### src/rtl/mips_pkg.sv
// mips_pkg: shared fetch-stage constants and the IF/ID pipeline record
package mips_pkg;
  localparam logic [31:0] NOP_INSTR = 32'h0000_0000;
  localparam logic [31:0] PC_STEP = 32'd4;
  typedef struct packed {
    logic [31:0] instr;
    logic [31:0] pc_plus4;
    logic        valid;
  } ifid_t;
  localparam ifid_t BUBBLE = '{instr: NOP_INSTR, pc_plus4: 32'h0, valid: 1'b0};
endpackage

### src/rtl/fetch_ifid_reg.sv
// fetch_ifid_reg: IF/ID pipeline register with async reset, stall-hold and flush-to-bubble
module fetch_ifid_reg
  import mips_pkg::*;
(
  input  logic  clk,
  input  logic  rst,
  input  logic  stall,
  input  logic  flush,
  input  ifid_t d,
  output ifid_t q
);
  // flush outranks stall so a squashed slot never lingers while the front end is frozen
  always_ff @(posedge clk or posedge rst)
    if (rst) q <= BUBBLE;
    else if (flush) q <= BUBBLE;
    else if (!stall) q <= d;
endmodule

### src/rtl/fetch_stage.sv
// fetch_stage: PC, next-PC selection and IF/ID register; FETCH_ADDR_CHECK_EN adds a sticky fetch_err
module fetch_stage
  import mips_pkg::*;
#(
  parameter logic [31:0] RESET_PC = 32'h0000_0000,
  parameter int unsigned IMEM_WORDS = 128
) (
  input  logic        clk,
  input  logic        rst,
  input  logic        stall_f,
  input  logic        flush_d,
  input  logic        branch_taken,
  input  logic [31:0] branch_target,
  input  logic        jump,
  input  logic [31:0] jump_target,
  input  logic [31:0] instr_f,
  output logic [31:0] pc_f,
  output logic [31:0] instr_d,
  output logic [31:0] pc_plus4_d,
  output logic        valid_d,
  output logic        fetch_err
);
  logic [31:0] pc_plus4, raw_target, next_pc;
  logic redirect;
  ifid_t ifid_d, ifid_q;
  // branch beats jump; targets are word-aligned before use
  always_comb begin
    pc_plus4 = pc_f + PC_STEP;
    redirect = branch_taken | jump;
    raw_target = branch_taken ? branch_target : jump_target;
    next_pc = redirect ? (raw_target & ~32'h3) : pc_plus4;
    ifid_d = '{instr: instr_f, pc_plus4: pc_plus4, valid: 1'b1};
  end
  // a stall freezes the PC and drops any redirect presented during it
  always_ff @(posedge clk or posedge rst)
    if (rst) pc_f <= RESET_PC;
    else if (!stall_f) pc_f <= next_pc;
  fetch_ifid_reg u_ifid (
    .clk  (clk),
    .rst  (rst),
    .stall(stall_f),
    .flush(flush_d),
    .d    (ifid_d),
    .q    (ifid_q)
  );
  assign instr_d = ifid_q.instr;
  assign pc_plus4_d = ifid_q.pc_plus4;
  assign valid_d = ifid_q.valid;
`ifdef FETCH_ADDR_CHECK_EN
  localparam logic [29:0] IMEM_LIM = 30'(IMEM_WORDS);
  // sticky: misaligned taken redirect or fetch beyond the memory, checked only on unstalled edges
  always_ff @(posedge clk or posedge rst)
    if (rst) fetch_err <= 1'b0;
    else if (!stall_f && ((redirect && raw_target[1:0] != 2'b00) || pc_f[31:2] >= IMEM_LIM)) fetch_err <= 1'b1;
`else
  assign fetch_err = 1'b0 && (IMEM_WORDS != 0);
`endif
endmodule

### config.mk
export PLATFORM = sky130hd
export DESIGN_NAME = fetch_stage
export DESIGN_NICKNAME = d
export VERILOG_FILES = /design/src/rtl/mips_pkg.sv /design/src/rtl/fetch_ifid_reg.sv /design/src/rtl/fetch_stage.sv
export SDC_FILE = /design/constraint.sdc
export NUM_CORES = 1
export LEC_CHECK = 0
export ABC_AREA = 1
export CORE_ASPECT_RATIO = 0.7
export CORE_MARGIN = 1.5
export CORE_UTILIZATION = 46
export DETAILED_ROUTE_END_ITERATION = 12
export GPL_TIMING_DRIVEN = 0
export HOLD_SLACK_MARGIN = 0.1
export PLACE_DENSITY = 0.91
export SETUP_SLACK_MARGIN = 0.05
export SYNTH_ARGS = -nofsm -noshare
export SYNTH_HDL_FRONTEND = slang
export SYNTH_SLANG_ARGS = --single-unit
### constraint.sdc
create_clock -name clk -period 9.6 [get_ports clk]
set_input_delay 2.88 -clock clk [delete_from_list [all_inputs] [get_ports clk]]
set_output_delay 2.88 -clock clk [all_outputs]
set_load 0.02 [all_outputs]
==> flow_metrics.tcl <==
set metrics [dict create \
    cts_setup_buffers 0 \
    yosys.area.top_type_share_pct 50.2 \
    synthArstFlopShare_pct 100 \
    cp.arrival_ns 1.52 \
    wl_um 16300 \
    cts_buffer_depth 2 \
    wl_met2_um 7730 \
    grt_pass1_vias 4578 \
    io_buffers 191 \
    core-area_um2 9800 \
    dieHeight_um 87.5 \
    synth_top_area_cell "dfrtp_1" \
    syn_to_final_growth_pct 51.5 \
    synth_most_common_cell "nand2_1" \
    fin_crit_ns 4.40 \
    cts_resized 0 \
    detail-route-antenna-nets 0 \
    path_depth 1 \
    drt_iter0_drc 513 \
    ys_ff_latch 94 \
    worstPathMaxFanout 7 \
    clkTransAtPathRegs_ns 0.07 \
    antenna_found_initial 0 \
    hold_viol 0 \
    crit_type "flop to output pin" \
    syn_avg_cell_area_um2 8.78 \
    synth_common_cells "150 x nand2_1, 94 x dfrtp_1, 57 x nor2_1" \
    ys_seq_area_share_pct 50.2 \
    grt_max_degree 63 \
    powerDensity_nw_per_um2 159 \
    crit_end "pc_f[4]" \
    r2r-end "pc_f[14]" \
    io_pins 200 \
    clock_latency_ns 0.35 \
    slew_violations 0 \
    status "finished clean" \
    leakage_nw 3.17 \
    crit_path_start "pc_f[4]" \
    worstPathRequired_ns 6.72 \
    critPathTopFamily "buffers and inverters" \
    finalClockSkew_ns 0.0104 \
    firstDrtPassIters 5 \
    rsz0062_at_grt "no" \
    highest_layer "met4" \
    reg2reg_depth 8 \
    max_cap_violations 0 \
    min_path_type "flop to flop" \
    slowest_stage "clkdlybuf4s50_1" \
    die_area_um2 10800 \
    wl_met1_um 6780 \
    slew-limit-headroom_pct 59.4 \
    tightestPinTransition_ns 0.610 \
    cts_hold_buf 0 \
    end_kind "output pin" \
    synth_edf_count 0 \
    viasPerCell 5.57 \
    die-width_um 124 \
    ys.flop_type "dfrtp_1" \
    critPathBufInv 1 \
    synth.yosys.warnings 0 \
    setup_viol 0 \
    dp_hpwl_um 12300 \
    drc_errors 0 \
    fin_nets 842 \
    gr-total-overflow 0 \
    start_util_pct 47.9 \
    htreeDepth 3 \
    cts_buffers 9 \
    synthTopCellsByArea "dfrtp_1 50%, nand2_1 12%, a22o_1 7.7%, nor2_1 4.6%, a221oi_1 4.1%" \
    power_w 0.00113 \
    startpoint_type "flop" \
    row_count 30 \
    dr_wl_met3_um 1460 \
    n_antenna_cell 0 \
    r2r_slack_ns 7.69 \
    via_count 4855 \
    cts_tree "yes" \
    worstPathCellList "clkdlybuf4s50_1" \
    netlist_instances 534 \
    synth_cell_type_count 29 \
    root_buffer "clkbuf_16" \
    slowest_delay_ns 0.68 \
    peakVddDrop_v 0.0000949 \
    grt.total_usage_pct 30.5 \
    gp_congestion 0.953 \
    finalSetupTns_ns 0 \
    drive_gt1_share_pct 8.47 \
    clock.fmax_mhz 227 \
    reg2reg_from "pc_f[2]" \
    routedWlPerCell_um 18.7 \
    finalCritPeriodShare_pct 45.9 \
    clock_sinks 94 \
    grt_pass1_wl_um 24500 \
    synth_area_um2 4690 \
]
==> metal layers <==
| metal | vias to the layer above | global-route usage [%] |
|---|---|---|
| met4 | 0 | 8.78 |
| met3 | 30 | 6.02 |
| met1 | 2347 | 42.0 |
| li1 | 2213 | - |
| met2 | 265 | 49.2 |
| met5 | - | 0 |
==> how the worst min path moves through the flow <==
stage / from / to / slack (ns) / cells past startpoint
2_1_floorplan: u_ifid.q[3] / u_ifid.q[3] / 0.58 / 2
3_3_place_gp: u_ifid.q[3] / u_ifid.q[3] / 0.46 / 2
3_5_place_dp: u_ifid.q[3] / u_ifid.q[3] / 0.46 / 2
4_1_cts: u_ifid.q[3] / u_ifid.q[3] / 0.48 / 2
5_1_grt: u_ifid.q[3] / u_ifid.q[3] / 0.50 / 2
6_report: u_ifid.q[3] / u_ifid.q[3] / 0.48 / 2
==> state kept, by name, indices dropped and copies added, names as in the netlist <==
| signal | cells |
|---|---|
| u_ifid.q | 64 |
| pc_f | 30 |
==> placed cells by master (no fill, tap or decap), types with 5 or more instances in the layout <==
| cell | n |
|---|---|
| a21oi_1 | 25 |
| a221oi_1 | 22 |
| a22o_1 | 41 |
| a22oi_1 | 7 |
| a31oi_1 | 5 |
| buf_2 | 14 |
| clkbuf_1 | 11 |
| clkbuf_16 | 9 |
| clkdlybuf4s50_1 | 191 |
| dfrtp_1 | 94 |
| inv_1 | 24 |
| nand2_1 | 150 |
| nand2_2 | 5 |
| nand3_1 | 26 |
| nor2_1 | 57 |
| nor2_2 | 9 |
| nor2_4 | 6 |
| xor2_1 | 7 |
==> per-stage QoR <==
stage / utilization [%] / instance area [µm²] / setup slack (ns) / std cells / hold WS, ns
global route: 72.5 / 7100 / 5.16 / 872 / 0.504
detailed placement: 69.4 / 6800 / 4.95 / 856 / 0.464
global placement: 69.1 / 6770 / 2.99 / 855 / 0.461
finish: 72.5 / 7100 / 5.20 / 872 / 0.482
floorplan: - / 4700 / 4.27 / 536 / 0.584
CTS: 72.5 / 7100 / 5.21 / 872 / 0.481
==> kinds of logic after synthesis <==
logic type / share of synthesized area [%]
AND/OR/NAND/NOR: 24.1
AO/OA/AOI/OAI: 16.6
flip-flops: 50.2
buffers and inverters: 5.34
XOR/XNOR: 3.44
adder cells (fa/ha/maj): 0.267
other: 0.0800
==> where the power goes <==
| group | switching (W) | total [W] | internal [W] |
|---|---|---|---|
| sequential | 0.0000402 | 0.000470 | 0.000430 |
| combinational | 0.000155 | 0.000293 | 0.000138 |
| clock | 0.000164 | 0.000369 | 0.000205 |
| total | 0.000359 | 0.00113 | 0.000773 |
==> layout make-up <==
cell class / instances / area (µm²)
buffer: 31 / 149
clock buffer: 9 / 225
clock inverter: 7 / 80.1
fill: 707 / 2690
inverter: 27 / 104
multi-input combinational: 384 / 2090
sequential: 94 / 2350
tap: 128 / 160
timing repair buffer: 192 / 1940
Power figures use the tool's default switching activity.
==> variant (same flow settings) <==
Add an input register stage for `jump_target`, with the module's reset; this delays it by one clock. The other inputs are not delayed to match.
--- a/src/rtl/fetch_stage.sv
+++ b/src/rtl/fetch_stage.sv
@@ -22,2 +22,13 @@
 );
+
+  logic [31:0] jump_target_q;
+
+  always_ff @(posedge clk or posedge rst) begin
+    if (rst) begin
+      jump_target_q <= '0;
+    end else begin
+      jump_target_q <= jump_target;
+    end
+  end
+
   logic [31:0] pc_plus4, raw_target, next_pc;
@@ -29,3 +40,3 @@
     redirect = branch_taken | jump;
-    raw_target = branch_taken ? branch_target : jump_target;
+    raw_target = branch_taken ? branch_target : jump_target_q;
     next_pc = redirect ? (raw_target & ~32'h3) : pc_plus4;
Behaviour: not the same (a bounded check fails within 4 cycles, from zero or initial values and one cycle with rst high).
==> variant against the original RTL <==
Sequential cell count grew 30. Clock power is 58% higher. Routed wire length is 9.9% higher. Critical path depth unchanged. Setup slack worse by 98 ps. Cell area is 17% higher. Worst hold slack improved by 24 ps. Die area increased by 20%. Power up 31%. Clock skew is 1.8 ps lower. Area after synthesis increased by 20%. Count of clock-buffer cells in the layout grew 14. Cell count grew 19%. Critical endpoint unchanged.
==> variant: results (changes against the original RTL) <==
| Metric | Value |
|---|---|
| Metal3 WL | `1710 um (+17%)` |
| Fin nets | `970 (+15%)` |
| Final Cycle Share | `46.9% (+1.0 points)` |
| Hold EP | `u_ifid.q[59]` |
| Global Route Usage Sum | `28.6% (-1.8 points)` |
| Maximum VDD drop | `0.131 mV (+38%)` |
| Num CTS Buffers | `17 (+8)` |
| Vias in the first global route | `5331 (+16%)` |
| Met3 Usage GRT | `8.24% (+2.2 points)` |
| Worst-margin pin slew | `691 ps (+81.5 ps)` |
| FF-to-FF path depth | `9 (+1)` |
| Worst reg-to-reg setup slack | `7740 ps (+50 ps)` |
| Drt first-iter violations | `517 (+0.78%)` |
| Synth cell count leaders | `nand2_1 (230), dfrtp_1 (124), nand3_1 (71)` |
| Leakage | `3.86 nW (+22%)` |
| Reg2reg start | `pc_f[3]` |
| Compound-cell area share of the yosys netlist | `7.63% (-9.0 points)` |
| Post-DP HPWL | `12900 um (+5.5%)` |
| Placer Congestion | `0.927 (-2.7%)` |
| Worst-Skew Late Latency | `420 ps (+70 ps)` |
| Critical Path Max Stage Delay | `700 ps (+20 ps)` |
| Psw | `0.000431 W (+20%)` |
| Status | `completed` |
| Vias/cell | `5.35 (-4.0%)` |
| Sequential cell power | `0.000604 W (+29%)` |
| Layout cells sized above 1 | `6.37% (-2.1 points)` |
| WHS | `506 ps (+23.8 ps)` |
-- variant: cell count changes after synthesis, moves of 3 or more --
cell | unedited run | this run
a22o_1 | 41 | 0
buf_2 | 14 | 4
clkbuf_1 | 11 | 26
dfrtp_1 | 94 | 124
nand2_1 | 150 | 230
nand3_1 | 26 | 71
nor2_2 | 9 | 0
nor2_4 | 6 | 9
xnor2_1 | 4 | 7
-- variant: kinds of logic (layout without fill, tap and decap cells) --
family / Yosys count / in the layout
and+or+nand+nor: 386 / 386
adders and majority gates: 1 / 1
AOI/OAI and AO/OA: 64 / 64
DFF: 124 / 124
other: 1 / 3
buffers and inverters: 63 / 286
xor gates and xnor gates: 15 / 15
-- variant: area by class of cell --
class	count	area, um^2
flip-flops and latches	124	3100
clock buffers	23	458
inverters	25	98.8
plain buffers	38	163
repair buffers	192	1940
well taps	157	196
fillers	938	3530
multi-input cells	469	2290
clock inverters	8	70.1
